$ cat config.mk
export PLATFORM = sky130hd
export DESIGN_NAME = uart_matrix_printer
export DESIGN_NICKNAME = d
export VERILOG_FILES = /design/src/rtl/uart_disp_pkg.sv /design/src/rtl/bin_to_bcd_seq.sv /design/src/rtl/uart_matrix_printer.sv
export SDC_FILE = /design/constraint.sdc
export NUM_CORES = 1
export LEC_CHECK = 0
export BUFFER_PORTS_ARGS = -buffer_cell sky130_fd_sc_hd__buf_2
export CORE_MARGIN = 2
export CORE_UTILIZATION = 40
export CTS_CLUSTER_SIZE = 20
export DETAILED_ROUTE_END_ITERATION = 12
export GPL_ROUTABILITY_DRIVEN = 0
export GPL_TIMING_DRIVEN = 0
export PLACE_DENSITY = 0.68
export SYNTH_ARGS = -nofsm -noshare
export SYNTH_HDL_FRONTEND = slang
export SYNTH_SLANG_ARGS = --single-unit
$ cat constraint.sdc
create_clock -name clk -period 4.08 [get_ports clk]
set_input_delay 0.816 -clock clk [delete_from_list [all_inputs] [get_ports clk]]
set_output_delay 0.816 -clock clk [all_outputs]
set_load 0.005 [all_outputs]
$ cat src/rtl/uart_disp_pkg.sv
// Shared types and constants for the matrix-to-UART ASCII printer.
// Holds the frame FSM state encoding, ASCII byte values and dimension-width helper.
package uart_disp_pkg;

   typedef enum logic [3:0] {
      ST_IDLE,
      ST_CONV,
      ST_SEND_SIGN,
      ST_SEND_DIGIT,
      ST_SEND_SEP,
      ST_SEND_CR,
      ST_SEND_LF,
      ST_WAIT_TX,
      ST_DONE
   } disp_state_e;

   localparam logic [7:0] ASCII_ZERO  = 8'h30;
   localparam logic [7:0] ASCII_SPACE = 8'h20;
   localparam logic [7:0] ASCII_MINUS = 8'h2D;
   localparam logic [7:0] ASCII_CR    = 8'h0D;
   localparam logic [7:0] ASCII_LF    = 8'h0A;

   // Width needed to hold a dimension value in the range 0..max_dim.
   function automatic int unsigned dim_width(input int unsigned max_dim);
      return $clog2(max_dim + 1);
   endfunction

endpackage

$ cat src/rtl/bin_to_bcd_seq.sv
// Iterative double-dabble binary-to-BCD converter, one bit per cycle.
// A start pulse loads the input; done pulses once, DATA_W cycles later, and bcd holds until the next start.
module bin_to_bcd_seq #(
   parameter int unsigned DATA_W = 8,
   parameter int unsigned DIGITS = 3
) (
   input  logic                  clk,
   input  logic                  rst_n,
   input  logic                  start,
   input  logic [DATA_W-1:0]     bin,
   output logic                  done,
   output logic [4*DIGITS-1:0]   bcd
);

   localparam int unsigned CNT_W = $clog2(DATA_W + 1);

   logic [DATA_W-1:0]   r_bin;
   logic [4*DIGITS-1:0] r_bcd;
   logic [CNT_W-1:0]    r_cnt;
   logic                r_run;
   logic                r_done;

   logic [4*DIGITS-1:0] w_adj;
   logic [4*DIGITS-1:0] w_bcd_sh;
   logic [DATA_W-1:0]   w_bin_sh;

   // Add-3 correction on every digit of 5 or more before the shift.
   for (genvar gd = 0; gd < DIGITS; gd++) begin : g_adj
      assign w_adj[4*gd +: 4] = (r_bcd[4*gd +: 4] >= 4'd5) ? (r_bcd[4*gd +: 4] + 4'd3)
                                                           : r_bcd[4*gd +: 4];
   end

   assign {w_bcd_sh, w_bin_sh} = {w_adj[4*DIGITS-2:0], r_bin, 1'b0};

   always_ff @(posedge clk or negedge rst_n) begin
      if (!rst_n) begin
         r_bin  <= '0;
         r_bcd  <= '0;
         r_cnt  <= '0;
         r_run  <= 1'b0;
         r_done <= 1'b0;
      end else begin
         r_done <= 1'b0;
         if (start) begin
            r_bin <= bin;
            r_bcd <= '0;
            r_cnt <= '0;
            r_run <= 1'b1;
         end else if (r_run) begin
            r_bin <= w_bin_sh;
            r_bcd <= w_bcd_sh;
            if (r_cnt == CNT_W'(DATA_W - 1)) begin
               r_run  <= 1'b0;
               r_done <= 1'b1;
            end else begin
               r_cnt <= r_cnt + CNT_W'(1);
            end
         end
      end
   end

   assign done = r_done;
   assign bcd  = r_bcd;

endmodule

$ cat src/rtl/uart_matrix_printer.sv
// Prints a rows x cols sub-matrix as right-aligned decimal ASCII, one byte per UART handshake.
// The next element's BCD conversion starts on the last byte of the current one so it overlaps the wait.
module uart_matrix_printer
   import uart_disp_pkg::*;
#(
   parameter int unsigned MAX_DIM  = 5,
   parameter int unsigned DATA_W   = 8,
   parameter int unsigned DIGITS   = 3,
   parameter logic [7:0]  SEP_CHAR = 8'h20,
   localparam int unsigned DIM_W   = dim_width(MAX_DIM)
) (
   input  logic                              clk,
   input  logic                              rst_n,
   input  logic                              display_start,
   input  logic [DIM_W-1:0]                  rows,
   input  logic [DIM_W-1:0]                  cols,
   input  logic                              signed_mode,
   input  logic                              zero_pad,
   input  logic                              crlf,
   input  logic [MAX_DIM*MAX_DIM*DATA_W-1:0] matrix_flat,
   output logic [7:0]                        tx_data,
   output logic                              tx_start,
   input  logic                              tx_done,
   output logic                              tx_busy,
   output logic                              display_done,
   output logic                              dim_err
);

   localparam int unsigned DIG_W = (DIGITS > 1) ? $clog2(DIGITS) : 1;

   disp_state_e r_state, w_state_nxt;
   disp_state_e r_after, w_after_nxt;

   logic [DIM_W-1:0] r_rows, w_rows_nxt;
   logic [DIM_W-1:0] r_cols, w_cols_nxt;
   logic             r_signed, w_signed_nxt;
   logic             r_zpad, w_zpad_nxt;
   logic             r_crlf, w_crlf_nxt;
   logic [DIM_W-1:0] r_row, w_row_nxt;
   logic [DIM_W-1:0] r_col, w_col_nxt;
   logic [DIG_W-1:0] r_dig, w_dig_nxt;
   logic             r_lead, w_lead_nxt;
   logic             r_neg;
   logic             r_conv_rdy;
   logic [7:0]       r_tx_data, w_tx_data_nxt;
   logic             r_tx_start, w_tx_start_nxt;
   logic             r_tx_busy, w_tx_busy_nxt;
   logic             r_disp_done, w_disp_done_nxt;
   logic             r_dim_err, w_dim_err_nxt;

   logic [DATA_W-1:0]   w_elems [MAX_DIM][MAX_DIM];
   logic [DIM_W-1:0]    w_ld_row;
   logic [DIM_W-1:0]    w_ld_col;
   logic                w_ld_signed;
   logic [DATA_W-1:0]   w_raw;
   logic                w_neg;
   logic [DATA_W-1:0]   w_mag;
   logic                w_bcd_start;
   logic                w_bcd_done;
   logic [4*DIGITS-1:0] w_bcd;
   logic [3:0]          w_digits [DIGITS];
   logic [3:0]          w_digit;
   logic                w_last_dig;
   logic                w_last_col;
   logic                w_last_row;
   logic                w_dim_bad;

   for (genvar gr = 0; gr < MAX_DIM; gr++) begin : g_row
      for (genvar gc = 0; gc < MAX_DIM; gc++) begin : g_col
         assign w_elems[gr][gc] = matrix_flat[(gr*MAX_DIM + gc)*DATA_W +: DATA_W];
      end
   end

   // Digit 0 of the array is the most significant printed digit.
   for (genvar gd = 0; gd < DIGITS; gd++) begin : g_dig
      assign w_digits[gd] = w_bcd[4*(DIGITS-1-gd) +: 4];
   end

   // Two's-complement negate; the most negative value yields its correct unsigned magnitude.
   assign w_raw = w_elems[w_ld_row][w_ld_col];
   assign w_neg = w_ld_signed & w_raw[DATA_W-1];
   assign w_mag = w_neg ? ((~w_raw) + DATA_W'(1)) : w_raw;

   assign w_digit    = w_digits[r_dig];
   assign w_last_dig = (r_dig == DIG_W'(DIGITS - 1));
   assign w_last_col = (r_col == r_cols - DIM_W'(1));
   assign w_last_row = (r_row == r_rows - DIM_W'(1));
   assign w_dim_bad  = (rows == '0) || (cols == '0) ||
                       (rows > DIM_W'(MAX_DIM)) || (cols > DIM_W'(MAX_DIM));

   bin_to_bcd_seq #(
      .DATA_W (DATA_W),
      .DIGITS (DIGITS)
   ) u_bcd (
      .clk   (clk),
      .rst_n (rst_n),
      .start (w_bcd_start),
      .bin   (w_mag),
      .done  (w_bcd_done),
      .bcd   (w_bcd)
   );

   always_ff @(posedge clk or negedge rst_n) begin
      if (!rst_n) begin
         r_state     <= ST_IDLE;
         r_after     <= ST_IDLE;
         r_rows      <= '0;
         r_cols      <= '0;
         r_signed    <= 1'b0;
         r_zpad      <= 1'b0;
         r_crlf      <= 1'b0;
         r_row       <= '0;
         r_col       <= '0;
         r_dig       <= '0;
         r_lead      <= 1'b0;
         r_neg       <= 1'b0;
         r_conv_rdy  <= 1'b0;
         r_tx_data   <= '0;
         r_tx_start  <= 1'b0;
         r_tx_busy   <= 1'b0;
         r_disp_done <= 1'b0;
         r_dim_err   <= 1'b0;
      end else begin
         r_state     <= w_state_nxt;
         r_after     <= w_after_nxt;
         r_rows      <= w_rows_nxt;
         r_cols      <= w_cols_nxt;
         r_signed    <= w_signed_nxt;
         r_zpad      <= w_zpad_nxt;
         r_crlf      <= w_crlf_nxt;
         r_row       <= w_row_nxt;
         r_col       <= w_col_nxt;
         r_dig       <= w_dig_nxt;
         r_lead      <= w_lead_nxt;
         r_tx_data   <= w_tx_data_nxt;
         r_tx_start  <= w_tx_start_nxt;
         r_tx_busy   <= w_tx_busy_nxt;
         r_disp_done <= w_disp_done_nxt;
         r_dim_err   <= w_dim_err_nxt;
         // The conversion may finish while a byte is still in flight; remember it for CONV.
         if (w_bcd_start) begin
            r_neg      <= w_neg;
            r_conv_rdy <= 1'b0;
         end else if (w_bcd_done) begin
            r_conv_rdy <= 1'b1;
         end
      end
   end

   always_comb begin
      w_state_nxt     = r_state;
      w_after_nxt     = r_after;
      w_rows_nxt      = r_rows;
      w_cols_nxt      = r_cols;
      w_signed_nxt    = r_signed;
      w_zpad_nxt      = r_zpad;
      w_crlf_nxt      = r_crlf;
      w_row_nxt       = r_row;
      w_col_nxt       = r_col;
      w_dig_nxt       = r_dig;
      w_lead_nxt      = r_lead;
      w_tx_data_nxt   = r_tx_data;
      w_tx_start_nxt  = 1'b0;
      w_tx_busy_nxt   = r_tx_busy;
      w_disp_done_nxt = 1'b0;
      w_dim_err_nxt   = 1'b0;
      w_bcd_start     = 1'b0;
      w_ld_row        = r_row;
      w_ld_col        = r_col;
      w_ld_signed     = r_signed;

      case (r_state)
         ST_IDLE: begin
            if (display_start) begin
               w_rows_nxt   = rows;
               w_cols_nxt   = cols;
               w_signed_nxt = signed_mode;
               w_zpad_nxt   = zero_pad;
               w_crlf_nxt   = crlf;
               if (w_dim_bad) begin
                  w_dim_err_nxt   = 1'b1;
                  w_disp_done_nxt = 1'b1;
               end else begin
                  w_ld_row      = '0;
                  w_ld_col      = '0;
                  w_ld_signed   = signed_mode;
                  w_bcd_start   = 1'b1;
                  w_row_nxt     = '0;
                  w_col_nxt     = '0;
                  w_tx_busy_nxt = 1'b1;
                  w_state_nxt   = ST_CONV;
               end
            end
         end
         ST_CONV: begin
            if (w_bcd_done || r_conv_rdy) begin
               w_dig_nxt   = '0;
               w_lead_nxt  = 1'b1;
               w_state_nxt = r_signed ? ST_SEND_SIGN : ST_SEND_DIGIT;
            end
         end
         ST_SEND_SIGN: begin
            w_tx_data_nxt  = r_neg ? ASCII_MINUS : ASCII_SPACE;
            w_tx_start_nxt = 1'b1;
            w_after_nxt    = ST_SEND_DIGIT;
            w_state_nxt    = ST_WAIT_TX;
         end
         ST_SEND_DIGIT: begin
            if ((w_digit == 4'd0) && r_lead && !r_zpad && !w_last_dig) begin
               w_tx_data_nxt = ASCII_SPACE;
            end else begin
               w_tx_data_nxt = ASCII_ZERO | {4'h0, w_digit};
               w_lead_nxt    = 1'b0;
            end
            w_tx_start_nxt = 1'b1;
            w_state_nxt    = ST_WAIT_TX;
            if (!w_last_dig) begin
               w_dig_nxt   = r_dig + DIG_W'(1);
               w_after_nxt = ST_SEND_DIGIT;
            end else if (!w_last_col) begin
               w_after_nxt = ST_SEND_SEP;
            end else if (r_crlf) begin
               w_after_nxt = ST_SEND_CR;
            end else begin
               w_after_nxt = ST_SEND_LF;
            end
         end
         ST_SEND_SEP: begin
            w_tx_data_nxt  = SEP_CHAR;
            w_tx_start_nxt = 1'b1;
            w_ld_col       = r_col + DIM_W'(1);
            w_bcd_start    = 1'b1;
            w_col_nxt      = w_ld_col;
            w_after_nxt    = ST_CONV;
            w_state_nxt    = ST_WAIT_TX;
         end
         ST_SEND_CR: begin
            w_tx_data_nxt  = ASCII_CR;
            w_tx_start_nxt = 1'b1;
            w_after_nxt    = ST_SEND_LF;
            w_state_nxt    = ST_WAIT_TX;
         end
         ST_SEND_LF: begin
            w_tx_data_nxt  = ASCII_LF;
            w_tx_start_nxt = 1'b1;
            w_state_nxt    = ST_WAIT_TX;
            if (w_last_row) begin
               w_after_nxt = ST_DONE;
            end else begin
               w_ld_row    = r_row + DIM_W'(1);
               w_ld_col    = '0;
               w_bcd_start = 1'b1;
               w_row_nxt   = w_ld_row;
               w_col_nxt   = '0;
               w_after_nxt = ST_CONV;
            end
         end
         ST_WAIT_TX: begin
            if (tx_done) begin
               w_state_nxt = r_after;
               if (r_after == ST_DONE) begin
                  w_disp_done_nxt = 1'b1;
                  w_tx_busy_nxt   = 1'b0;
               end
            end
         end
         ST_DONE: begin
            w_state_nxt = ST_IDLE;
         end
         default: begin
            w_state_nxt = ST_IDLE;
         end
      endcase
   end

   assign tx_data      = r_tx_data;
   assign tx_start     = r_tx_start;
   assign tx_busy      = r_tx_busy;
   assign display_done = r_disp_done;
   assign dim_err      = r_dim_err;

endmodule

Yosys cells after proc, flatten, opt, wreduce, memory -nomap -nowiden
Cells that the tools add are included.
{"block": "totals", "reg_bits": 66, "inputBits": 213, "elab_cells": 166}
{"block": "op_classes", "n_addsub": 10, "magnitude_cmp": 8, "n_eq_ne": 20, "n_mux": 75, "n_bitwise": 5, "reduce_logical": 25}
{"operator": "binary-select mux 40 bit (select 3 bit)", "n": 1}
{"operator": "two-way mux 40 bit", "n": 2}
{"operator": "two-way mux 4 bit", "n": 13}
{"operator": "two-way mux 8 bit", "n": 5}
{"operator": "case mux 8 bit (5 select lines)", "n": 1}
{"operator": "two-way mux 1 bit", "n": 27}
{"operator": "binary-select mux 8 bit (select 3 bit)", "n": 1}
{"operator": "two-way mux 12 bit", "n": 2}
{"operator": "two-way mux 3 bit", "n": 8}
{"operator": "== test 4 x 3 -> 1 bit (second input constant)", "n": 5}
{"operator": "case mux 4 bit (5 select lines)", "n": 1}
{"operator": "case mux 4 bit (4 select lines)", "n": 1}
{"operator": "inequality test 2 bit (second input constant)", "n": 7}
{"operator": "greater-or-equal comparator 4 x 3 -> 1 bit (second input constant)", "n": 3}
{"operator": "case mux 3 bit (3 select lines)", "n": 1}
{"operator": "adder 4 x 2 -> 4 bit (second input constant)", "n": 2}
{"operator": "adder 8 x 1 -> 8 bit (second input constant)", "n": 1}
{"operator": "binary-select mux 4 bit (select 2 bit)", "n": 1}
{"operator": "== test 4 x 2 -> 1 bit (second input constant)", "n": 2}
{"operator": "greater-or-equal comparator 4 bit (second input constant)", "n": 2}
{"operator": "zero test 4 bit", "n": 2}
{"operator": "two-way mux 2 bit", "n": 4}
{"operator": "inverter 3 -> 4 bit", "n": 2}
{"operator": "inverter 8 bit", "n": 1}
{"operator": "30 further kinds", "n": 48}

Depth between registers and ports, before layout
Gate-level depths: netlist (run 1).
{"block": "depth", "depth_word": 18, "mapped_depth": 17}

Cells and area by module
Synthesis (run 1) repeated with hierarchy kept, for this count alone.
{"block": "hier_totals", "cells_unflattened": 710, "hier_area_um2": 5870.6}
{"module": "uart_matrix_printer", "instances": 1, "cells_each": 572, "area_per_inst_um2": 4484.3, "seq_area_each_um2": 950.9}
{"module": "bin_to_bcd_seq", "instances": 1, "cells_each": 138, "area_per_inst_um2": 1386.3, "seq_area_each_um2": 650.6}

Least setup slack after synthesis (run 1)
No wires, ideal clock.
{"block": "synth_path", "kind": "in2reg", "startpoint": "in cols[2]", "endpoint": "reg u_bcd.r_bin[6]", "arrival_ps": 3765, "slack_ps": 229, "cell_stages": 13, "n_path_buf": 1, "cell_sequence": "and2_1 > a2111oi_2 > nand2_1 > nand2_4 > buf_6 > mux2_2 > a2111oi_0 > nor3_1 > a31oi_4 > ha_1 > nand2_1 > o2111a_1 > nor3_1"}
{"block": "synth_via", "elab_chain_len": 18, "elab_cells_between_ends": 31, "classes_between": "add/sub: 1; order compare: 1; mux: 20; bitwise: 4; reduce/logical: 5"}
{"item": "start, declared", "line": "uart_matrix_printer.sv:16", "rtl": "input logic [DIM_W-1:0] cols,"}
{"item": "branches (longest 3 deep; another with > comparator 3 bit)"}
{"item": "logical OR 1 bit *", "line": "uart_matrix_printer.sv:89", "rtl": "(rows > DIM_W'(MAX_DIM)) || (cols > DIM_W'(MAX_DIM));"}
{"item": "two-way mux 3 bit", "line": "uart_matrix_printer.sv:180", "rtl": "if (w_dim_bad) begin"}
{"item": "two-way mux 3 bit"}
{"item": "case mux 3 bit (2 select lines)"}
{"item": "inverter 3 -> 4 bit (implied by the code)", "line": "uart_matrix_printer.sv:80", "rtl": "assign w_raw = w_elems[w_ld_row][w_ld_col];"}
{"item": "binary-select mux 40 bit (select 3 bit)", "line": "uart_matrix_printer.sv:80"}
{"item": "two-way mux 40 bit (implied by the code) (2 in a row)", "line": "uart_matrix_printer.sv:80"}
{"item": "binary-select mux 8 bit (select 3 bit)", "line": "uart_matrix_printer.sv:80"}
{"item": "two-way mux 8 bit (implied by the code) (2 in a row)", "line": "uart_matrix_printer.sv:80"}
{"item": "inverter 8 bit", "line": "uart_matrix_printer.sv:82", "rtl": "assign w_mag = w_neg ? ((~w_raw) + DATA_W'(1)) : w_raw;"}
{"item": "adder 8 x 1 -> 8 bit", "line": "uart_matrix_printer.sv:82"}
{"item": "two-way mux 8 bit", "line": "uart_matrix_printer.sv:82"}
{"item": "two-way mux 8 bit", "line": "bin_to_bcd_seq.sv:44", "rtl": "if (start) begin"}
{"item": "end signal, assigned", "line": "bin_to_bcd_seq.sv:45", "rtl": "r_bin <= bin;"}
{"item": "end signal, assigned", "line": "bin_to_bcd_seq.sv:50", "rtl": "r_bin <= w_bin_sh;"}
{"item": "end, declared", "line": "bin_to_bcd_seq.sv:17", "rtl": "logic [DATA_W-1:0] r_bin;"}
Mark *: on every way between the ends. The select of a mux whose other input is x is not followed.
A chain may end at the register's enable or synchronous reset.

Worst setup path in the final report (run 1)
{"block": "layout_path", "startpoint": "reg r_rows[0]", "endpoint": "reg u_bcd.r_bin[3]"}
{"block": "layout_via", "elab_chain_len": 15, "elab_cells_between_ends": 22, "classes_between": "add/sub: 2; eq/ne: 1; mux: 14; bitwise: 4; reduce/logical: 1"}
{"item": "start, declared", "line": "uart_matrix_printer.sv:34", "rtl": "logic [DIM_W-1:0] r_rows, w_rows_nxt;"}
{"item": "start signal, assigned", "line": "uart_matrix_printer.sv:126", "rtl": "r_rows <= w_rows_nxt;"}
{"item": "subtractor 3 x 1 -> 3 bit *", "line": "uart_matrix_printer.sv:87", "rtl": "assign w_last_row = (r_row == r_rows - DIM_W'(1));"}
{"item": "== test 3 bit *", "line": "uart_matrix_printer.sv:87"}
{"item": "two-way mux 3 bit"}
{"item": "case mux 3 bit (2 select lines)"}
{"item": "inverter 3 -> 4 bit (implied by the code)", "line": "uart_matrix_printer.sv:80"}
{"item": "binary-select mux 40 bit (select 3 bit)", "line": "uart_matrix_printer.sv:80"}
{"item": "two-way mux 40 bit (implied by the code) (2 in a row)", "line": "uart_matrix_printer.sv:80"}
{"item": "binary-select mux 8 bit (select 3 bit)", "line": "uart_matrix_printer.sv:80"}
{"item": "two-way mux 8 bit (implied by the code) (2 in a row)", "line": "uart_matrix_printer.sv:80"}
{"item": "inverter 8 bit", "line": "uart_matrix_printer.sv:82"}
{"item": "adder 8 x 1 -> 8 bit", "line": "uart_matrix_printer.sv:82"}
{"item": "two-way mux 8 bit", "line": "uart_matrix_printer.sv:82"}
{"item": "two-way mux 8 bit", "line": "bin_to_bcd_seq.sv:44"}
Every way passes the cells marked *; elsewhere a longest branch is shown, timed or not. The select of a mux whose other input is x is not followed.

==> results of run 1 <==
[per-stage QoR]
stage	total power [µW]	setup TNS, ps	instance area, µm²
3_5_place_dp	5180	-2830	7090
2_1_floorplan	4200	0	5750
4_1_cts	5970	0	7410
3_3_place_gp	5140	-2770	7090
6_report	6260	0	7600
5_1_grt	6750	-39.3	7590
[placed cells by master (no fill, tap or decap), types with 9 or more instances in the layout]
cell type / netlist / final
mux4_2: 17 / 17
ha_1: 13 / 11
nand2_1: 97 / 96
buf_2: 12 / 230
clkbuf_1: 19 / 21
nand3_1: 29 / 29
mux2_2: 16 / 16
buf_4: 5 / 12
inv_1: 22 / 22
nand2b_1: 10 / 10
nor2_1: 38 / 38
o22ai_1: 11 / 11
a21oi_1: 39 / 39
o21ai_0: 35 / 35
clkbuf_16: 0 / 9
mux2i_1: 47 / 47
dfrtp_1: 64 / 64
xnor2_1: 11 / 10
nor3_1: 13 / 11
[registers in the layout (all words and copies together) (netlist names), 2 cells and up]
signal,flops
r_dig,2
u_bcd.bcd,12
r_col,3
r_state,4
r_rows,3
u_bcd.r_bin,8
r_cols,3
r_row,3
tx_data,6
u_bcd.r_cnt,4
r_after,4
[layout make-up]
cell class	count	area, µm²	area share [%]
Tap cell	180	225	2.96
Multi-Input combinational cell	518	3960	52.1
Sequential cell	64	1600	21.1
Buffer	42	262	3.44
Clock inverter	4	45.0	0.593
Inverter	25	98.8	1.30
Clock buffer	12	236	3.11
Antenna cell	2	5.00	0.0659
Timing Repair Buffer	229	1170	15.4
[worst paths after layout]
kind / to / cells after the start / slack [ps] / from
setup / recovery: u_bcd.r_bin[3]$_DFFE_PN0P_ / 16 / 160 / r_rows[0]$_DFFE_PN0P_
hold / removal: tx_data[4]$_DFFE_PN0N_ / 2 / 480 / tx_data[4]$_DFFE_PN0N_
setup reg to reg: u_bcd.r_bin[3]$_DFFE_PN0P_ / 16 / 160 / r_rows[0]$_DFFE_PN0P_
hold reg to reg: tx_data[4]$_DFFE_PN0N_ / 2 / 480 / tx_data[4]$_DFFE_PN0N_
max in group asynchronous: r_col[2]$_DFF_PN0_ / 1 / 2970 / rst_n
min in group asynchronous: tx_start$_DFF_PN0_ / 1 / 570 / rst_n
[worst max-delay path, stage by stage (launching register included)]
cell	delay [ps]
dfrtp_1	390
inv_1	80
ha_2	220
xor3_2	400
nor4_4	410
nor3_4	100
a31o_4	270
inv_2	80
buf_6	160
buf_8	150
mux4_2	310
a22oi_1	230
o31ai_1	150
a21oi_2	270
nand3_2	190
a21o_1	220
a31o_1	190
[power by group]
| part | leakage [µW] | switching [µW] | internal (µW) |
|---|---|---|---|
| logic | 0.00272 | 2410 | 1940 |
| registers | 0.000789 | 258 | 913 |
| clock network | 0.000140 | 270 | 470 |
| total | 0.00365 | 2930 | 3320 |
[timing repair]
| item | in CTS | in global routing |
|---|---|---|
| pin swaps | 0 | 10 |
| buffers inserted | 0 | 7 |
| gates resized for setup | 6 | 32 |
| setup endpoints to repair | 5 | 7 |
[cell families (layout without fill, tap and decap cells)]
family,after synthesis,after routing,share of synthesized area (%)
and+or+nand+nor,233,233,19.6
AOI/OAI and AO/OA,165,165,20.0
muxes,89,89,21.0
buffers and inverters,67,312,5.49
DFF,64,64,27.9
xor gates and xnor gates,16,16,3.05
adders and majority gates,13,13,2.83
other,1,4,0.0652
[metal layers]
layer,GRT usage (%),wire length [µm]
met5,0,0
met4,10.9,738
met3,4.62,1070
met2,41.9,9400
met1,29.8,7520
==> run_results.csv, run 1 <==
group,metric,value,unit
sta,tightest_slew,805,ps
sta,setup_slack,159,ps
place,dp_cells,1051,
sta,fin_worst_skew,7.00,ps
sta,period_share,96.1,%
floorplan,row_count,43,
grt,grt_pass1_wl,29.0,mm
logic_synthesis,ys_warn_count,0,
clocking,clk_latency,330,ps
logic_synthesis,syn_inst,648,
place,port_buffers,222,
critical_path,start_kind,"register",
logic_synthesis,yosysSeqAreaShare,27.9,%
clocking,clkTransAtPathRegs,50,ps
grt,gr-usage-all-layers,24.4,%
detailed_routing,avgRoutedWirePerCell,17.4,µm
power_and_ir_drop,power_density,824,nW/µm²
layout,nNetsFinal,1115,
sta,whs,477,ps
layout,final-instance-count-excl-fill,1076,
logic_synthesis,synth_top_area_cell,"dfrtp_1",
clocking,cts_hold_buf,0,
detailed_routing,drt.antenna.violating_nets,0,
grt,first_global_vias,5815,
critical_path,critPathKind,"register to register",
logic_synthesis,ys.flop_type,"dfrtp_1",
critical_path,cp_max_fo,10,
grt,overflow,0,
place,pre_cts_ws,-495,ps
clocking,cts_tree,"done",
logic_synthesis,synth_edf_count,0,
critical_path,endpoint_kind,"register",
min_path,hp-class,"register to register",
sta,slew_headroom,46.3,%
power_and_ir_drop,leakage,0.00365,µW
clocking,clock_sinks,64,
floorplan,dieArea,15300,µm²
clocking,cts_buffers,9,
sta,period_minus_slack,3920,ps
floorplan,num_io_pins,225,
logic_synthesis,ys_types,82,
detailed_routing,wl,18.7,mm
layout,n_fill_cell,1353,
clocking,htreeDepth,3,
logic_synthesis,synth-seq-cells,64,
detailed_routing,dr.first_iter.drc_count,417,
sta,finalSetupViolations,0,
logic_synthesis,synthTopCellsByCount,"nand2_1, dfrtp_1, mux2i_1",
place,dp_hpwl,15.0,mm
sta,hold_viol,0,
clocking,root_buffer,"clkbuf_16",
detailed_routing,drc,0,
grt,grt_max_degree,65,
logic_synthesis,postSynth.asyncResetShare,100,%
clocking,cts_buffer_depth,2,
job,max-cap-violations,0,
power_and_ir_drop,irDropWorstVdd,0.000438,V
detailed_routing,vias,5966,
sta,slew_viol_final,0,
detailed_routing,vias_per_cell,5.54,
layout,drive_above_1_share,37.7,%
sta,fmax,0.255,GHz
layout,fin_util,54.5,%
sta,rsz0062_at_grt,"yes",
floorplan,core,13900,µm²
logic_synthesis,synth_top_cell_area_share,27.9,%
floorplan,die_y,124,µm
critical_path,cp.arrival,4130,ps
detailed_routing,dr.pass1.iters,5,
critical_path,cp.required,4290,ps
grt,antenna_found_initial,1,
floorplan,initial_utilization,41.2,%
logic_synthesis,ys_top_cells_by_area,"dfrtp_1, mux2i_1, mux4_2",
logic_synthesis,synth_most_common_cell,"nand2_1",
logic_synthesis,synth.avg_cell_area,8.87,µm²
layout,area_delta_synth_final,32.2,%
status,status,"complete, no violations",
floorplan,die_w,124,µm
logic_synthesis,synth_area,5750,µm²
Note: power is estimated with default switching activity, not from simulation.
==> run 2: changes to the inputs <==
--- a/config.mk
+++ b/config.mk
@@ -6,6 +6,7 @@
 export NUM_CORES = 1
 export LEC_CHECK = 0
 export BUFFER_PORTS_ARGS = -buffer_cell sky130_fd_sc_hd__buf_2
+export CORE_ASPECT_RATIO = 1.2
 export CORE_MARGIN = 2
 export CORE_UTILIZATION = 40
 export CTS_CLUSTER_SIZE = 20
==> run 2 against run 1 <==
The flow now finishes with violations (design-rule violations). Final cell count shrank 0.93%. Die area hardly changed. Highest routed layer unchanged. Combinational power grew 3%. Non-clock buffer count is the same. Final area hardly changed. Wire length is 7.9% higher. First-iteration DRC count grew 5.5%.
==> run_results.csv, run 2 (synthesis gave the netlist of run 1 again) <==
group,metric,value,unit
status,status,"finished, violations left",
status,violations,"design-rule violations",
layout,mostFrequentLayoutCells,"buf_2, nand2_1, dfrtp_1, mux2i_1, a21oi_1",
place,dp_hpwl,16.3,mm
critical_path,critPathMaxStageDelay,420,ps
floorplan,num_io_pins,225,
min_path,hold_path_depth,1,
min_path,holdCritStartpoint,"tx_busy$_DFFE_PN0P_",
critical_path,worstReg2RegEnd,"u_bcd.r_bin[6]$_DFFE_PN0P_",
layout,n_fill_cell,1352,
detailed_routing,dr.pass1.iters,11,
clocking,cts_tree,"done",
clocking,clk_latency,330,ps
layout,num_antenna_cells,0,
floorplan,die_w,113,µm
detailed_routing,drt.antenna.violating_nets,0,
detailed_routing,avgRoutedWirePerCell,18.9,µm
floorplan,die_y,135,µm
min_path,hp-class,"register to register",
critical_path,endpoint_kind,"register",
sta,slew_headroom,45.5,%
sta,tightest_slew,817,ps
floorplan,row_count,48,
layout,area_delta_synth_final,32.1,%
clocking,cts_buffer_depth,2,
critical_path,cp_max_fo,10,
grt,overflow,0,
detailed_routing,drc,1,
detailed_routing,vias_per_cell,5.72,
grt,use_met3,6.17,%
clocking,clock_sinks,64,
grt,grt_busiest_layer,"met2",
sta,fin_worst_skew,4.88,ps
sta,finalSetupViolations,0,
detailed_routing,wl,20.2,mm
sta,hold_viol,0,
power_and_ir_drop,leakage,0.00365,µW
detailed_routing,dr.first_iter.drc_count,440,
grt,grt_use_met1,31.5,%
clocking,htreeDepth,3,
sta,fmax,0.256,GHz
place,port_buffers,222,
job,max-cap-violations,0,
critical_path,critPathKind,"register to register",
clocking,cts_hold_buf,0,
place,pre_cts_ws,-555,ps
power_and_ir_drop,power_density,833,nW/µm²
clocking,cts_buffers,9,
layout,mostFrequentLayoutCell,"buf_2",
floorplan,dieArea,15300,µm²
grt,grt_max_degree,65,
grt,gr-usage-all-layers,26.3,%
critical_path,r2r_slack,180,ps
critical_path,start_kind,"register",
layout,nNetsFinal,1115,
detailed_routing,vias,6093,
critical_path,cp.required,4330,ps
grt,grt_util_met2,45.2,%
grt,antenna_found_initial,0,
clocking,root_buffer,"clkbuf_16",
sta,setup_slack,180,ps
power_and_ir_drop,irDropWorstVdd,0.000394,V
sta,slew_viol_final,0,
layout,largest_register_ffs,12,
critical_path,r2r_cells,17,
sta,period_share,95.6,%
floorplan,initial_utilization,40.4,%
critical_path,cp.arrival,4150,ps
sta,setup_tns,0,ps
min_path,hold_end,"tx_busy$_DFFE_PN0P_",
critical_path,crit-reg2reg-launch,"r_rows[0]$_DFFE_PN0P_",
floorplan,core,14200,µm²
clocking,clkTransAtPathRegs,50,ps
critical_path,cp_cell_sequence,"inv_1, ha_2, xor3_2, nor4_4, nor3_4, a31o_2, inv_2, buf_12, buf_8, mux4_2, a22oi_2, o21ai_2, a31oi_4, ha_4, nand2_1, o2111a_1, nor3_1",
grt,grt_pass1_wl,31.2,mm
layout,drive_above_1_share,38.2,%
critical_path,crit_slowest_cell,"nor4_4",
sta,period_minus_slack,3900,ps
grt,first_global_vias,6126,
run 2: cell type report:
class                           instances  area, µm²  area share [%]
Buffer                                 42        272            3.58
Clock buffer                           12        256            3.38
Clock inverter                          1       5.00          0.0659
Inverter                               25       98.8            1.30
Multi-Input combinational cell        518       3970            52.3
Sequential cell                        64       1600            21.1
Tap cell                              175        219            2.88
Timing Repair Buffer                  229       1170            15.4
run 2: how the worst max path moves through the flow:
stage / slack [ps] / from / cells after the start / endpoint
finish: 180 / r_rows[0]$_DFFE_PN0P_ / 17 / u_bcd.r_bin[6]$_DFFE_PN0P_
detailed placement: -560 / cols[2] / 13 / u_bcd.r_bin[2]$_DFFE_PN0P_
global route: -9 / r_rows[0]$_DFFE_PN0P_ / 17 / u_bcd.r_bin[6]$_DFFE_PN0P_
global placement: -560 / cols[2] / 13 / u_bcd.r_bin[2]$_DFFE_PN0P_
floorplan: 230 / cols[2] / 13 / u_bcd.r_bin[6]$_DFFE_PN0P_
CTS: 40 / r_rows[0]$_DFFE_PN0P_ / 17 / u_bcd.r_bin[6]$_DFFE_PN0P_
run 2: timing repair:
action / CTS / global route
setup endpoints to repair: 7 / 7
setup buffers: 0 / 7
resized for setup: 6 / 40
pin swaps: 0 / 8
gates cloned: 0 / 0
run 2: worst max-delay path: cells and delay by family, from the launching register on:
kind                       cells  cell delay (ps)
AOI/OAI and AO/OA              5             1060
buffers and inverters          4              480
and+or+nand+nor                4              770
muxes                          1              320
adders and majority gates      2              390
xor gates and xnor gates       1              390
DFF                            1              380
run 2: layer usage:
metal  part of all wire [%]  wire length, µm
met2                     49             9900
met3                    8.2             1670
met5                      0                0
met4                    4.5              902
met1                     38             7730
run 2: power by group:
| part | internal (µW) | total, µW | switching [µW] | leakage [µW] |
|---|---|---|---|---|
| Clock | 432 | 691 | 259 | 0.000130 |
| Combinational | 1970 | 4460 | 2480 | 0.00273 |
| Sequential | 914 | 1180 | 266 | 0.000789 |
| Total | 3320 | 6330 | 3010 | 0.00365 |
run 2: per-stage QoR:
| step | cell area (µm²) | utilization, % | hold slack (ps) | cells | power [µW] |
|---|---|---|---|---|---|
| global placement | 7080 | 49.8 | 468 | 1046 | 5190 |
| CTS | 7390 | 51.9 | 490 | 1059 | 5990 |
| finish | 7590 | 53.3 | 487 | 1066 | 6330 |
| detailed placement | 7080 | 49.8 | 478 | 1046 | 5240 |
| floorplan | 5750 | - | 446 | 649 | 4200 |
| global route | 7590 | 53.3 | 507 | 1066 | 6810 |
==> run 3: changes to the inputs <==
--- a/config.mk
+++ b/config.mk
@@ -11,9 +11,9 @@
 export CORE_UTILIZATION = 40
 export CTS_CLUSTER_SIZE = 20
 export DETAILED_ROUTE_END_ITERATION = 12
-export GPL_ROUTABILITY_DRIVEN = 0
+export GPL_ROUTABILITY_DRIVEN = 1
 export GPL_TIMING_DRIVEN = 0
-export PLACE_DENSITY = 0.68
+export PLACE_DENSITY = 0.75
 export SYNTH_ARGS = -nofsm -noshare
 export SYNTH_HDL_FRONTEND = slang
 export SYNTH_SLANG_ARGS = --single-unit
==> run 3 against run 2 <==
The flow now finishes without violations. Flip-flop and latch count stayed put. Via count is 1.0% higher. Die area stayed put. Critical path depth is 2 lower. Final cell count is 0.28% lower. Non-clock buffer count is 3 lower. Critical endpoint unchanged.
==> run_results.csv, run 3 (synthesis gave the netlist of run 1 again) <==
group,metric,value,unit
status,status,"complete, no violations",
clocking,cts_buffers,9,
sta,tightest_slew,810,ps
floorplan,initial_utilization,40.4,%
job,max-cap-violations,0,
layout,area_delta_synth_final,31.2,%
place,port_buffers,222,
detailed_routing,vias_per_cell,5.79,
critical_path,endpoint_kind,"register",
sta,finalSetupViolations,0,
power_and_ir_drop,irDropWorstVdd,0.000511,V
layout,num_antenna_cells,0,
detailed_routing,avgRoutedWirePerCell,18.5,µm
clocking,clock_sinks,64,
grt,antenna_found_initial,1,
critical_path,cp_max_fo,10,
power_and_ir_drop,power_density,829,nW/µm²
grt,overflow,0,
layout,largest_register_ffs,12,
sta,slew_headroom,46.0,%
grt,gr-usage-all-layers,25.2,%
sta,fin_worst_skew,6.36,ps
layout,nNetsFinal,1112,
grt,first_global_vias,5996,
place,dp_hpwl,15.7,mm
sta,period_minus_slack,3920,ps
layout,mostFrequentLayoutCell,"buf_2",
floorplan,dieArea,15300,µm²
clocking,clkTransAtPathRegs,50,ps
floorplan,die_y,135,µm
detailed_routing,vias,6156,
sta,whs,474,ps
clocking,root_buffer,"clkbuf_16",
grt,grt_max_degree,65,
critical_path,cp.arrival,4160,ps
layout,drive_above_1_share,37.4,%
sta,hold_viol,0,
critical_path,critPathKind,"register to register",
sta,fmax,0.255,GHz
detailed_routing,drt.antenna.violating_nets,0,
layout,fin_util,53.0,%
sta,slew_viol_final,0,
clocking,cts_tree,"done",
power_and_ir_drop,finalPower,6250,µW
detailed_routing,wl,19.7,mm
floorplan,die_w,113,µm
detailed_routing,drc,0,
floorplan,core,14200,µm²
detailed_routing,dr.pass1.iters,5,
floorplan,num_io_pins,225,
sta,rsz0062_at_grt,"no",
clocking,cts_buffer_depth,2,
floorplan,row_count,48,
sta,period_share,96.0,%
critical_path,cp.required,4320,ps
place,place_congestion,0.981,
clocking,htreeDepth,3,
min_path,hp-class,"register to register",
critical_path,start_kind,"register",
clocking,clk_latency,330,ps
layout,mostFrequentLayoutCells,"buf_2, nand2_1, dfrtp_1, mux2i_1, a21oi_1",
detailed_routing,dr.first_iter.drc_count,457,
power_and_ir_drop,leakage,0.00362,µW
grt,grt_pass1_wl,30.2,mm
-- run 3: routing by layer --
metal | up-vias | global-route usage, % | wire, µm
met2 | 361 | 44.0 | 9840
met3 | 72 | 4.52 | 1580
li1 | 2889 | - | -
met5 | - | 0 | 13
met1 | 2832 | 30.0 | 7340
met4 | 2 | 12.1 | 932
-- run 3: final timing paths --
path	startpoint	endpoint	slack (ps)	cells after the start
worst max register to register	r_rows[0]$_DFFE_PN0P_	u_bcd.r_bin[6]$_DFFE_PN0P_	160	15
worst max-delay path	r_rows[0]$_DFFE_PN0P_	u_bcd.r_bin[6]$_DFFE_PN0P_	160	15
worst min register to register	r_zpad$_DFFE_PN0P_	r_zpad$_DFFE_PN0P_	470	2
min in group asynchronous	rst_n	r_rows[1]$_DFFE_PN0P_	570	1
max in group asynchronous	rst_n	u_bcd.bcd[3]$_DFFE_PN0P_	2970	1
worst min-delay path	r_zpad$_DFFE_PN0P_	r_zpad$_DFFE_PN0P_	470	2
-- run 3: metrics by stage --
stage	TNS, ps	worst slack (ps)	cell area, µm²	std cells
global route	0	7.34	7540	1063
finish	0	164	7540	1063
CTS	0	43.4	7390	1059
detailed placement	-2470	-429	7080	1046
global placement	-2820	-465	7080	1046
floorplan	0	229	5750	649
-- run 3: area by class of cell --
type / instances / area (µm²)
clock inverters: 1 / 5.00
repair buffers: 226 / 1140
multi-input cells: 518 / 3950
well taps: 175 / 219
flip-flops and latches: 64 / 1600
clock buffers: 12 / 256
inverters: 25 / 96.3
plain buffers: 42 / 273
fillers: 1309 / 6690
-- run 3: critical path, stage by stage (launching register included) --
cell,delay (ps)
dfrtp_1,380
inv_1,110
ha_4,170
xor3_2,390
o31a_4,410
xor2_4,180
nand2_4,150
buf_12,170
mux2_2,370
a2111oi_1,390
nor3_1,150
a31oi_4,250
ha_4,190
nand2_1,70
o2111a_1,260
nor3_1,170
-- run 3: power by group --
part | internal [µW] | switching, µW
logic | 1940 | 2460
registers | 914 | 256
clock network | 432 | 254
-- run 3: what timing repair did --
item,CTS,global route
buffers inserted,0,4
pin swaps,0,8
hold buffers,0,0
endpoints found under the setup margin,4,5
gates resized for setup,7,29
cloned,0,0
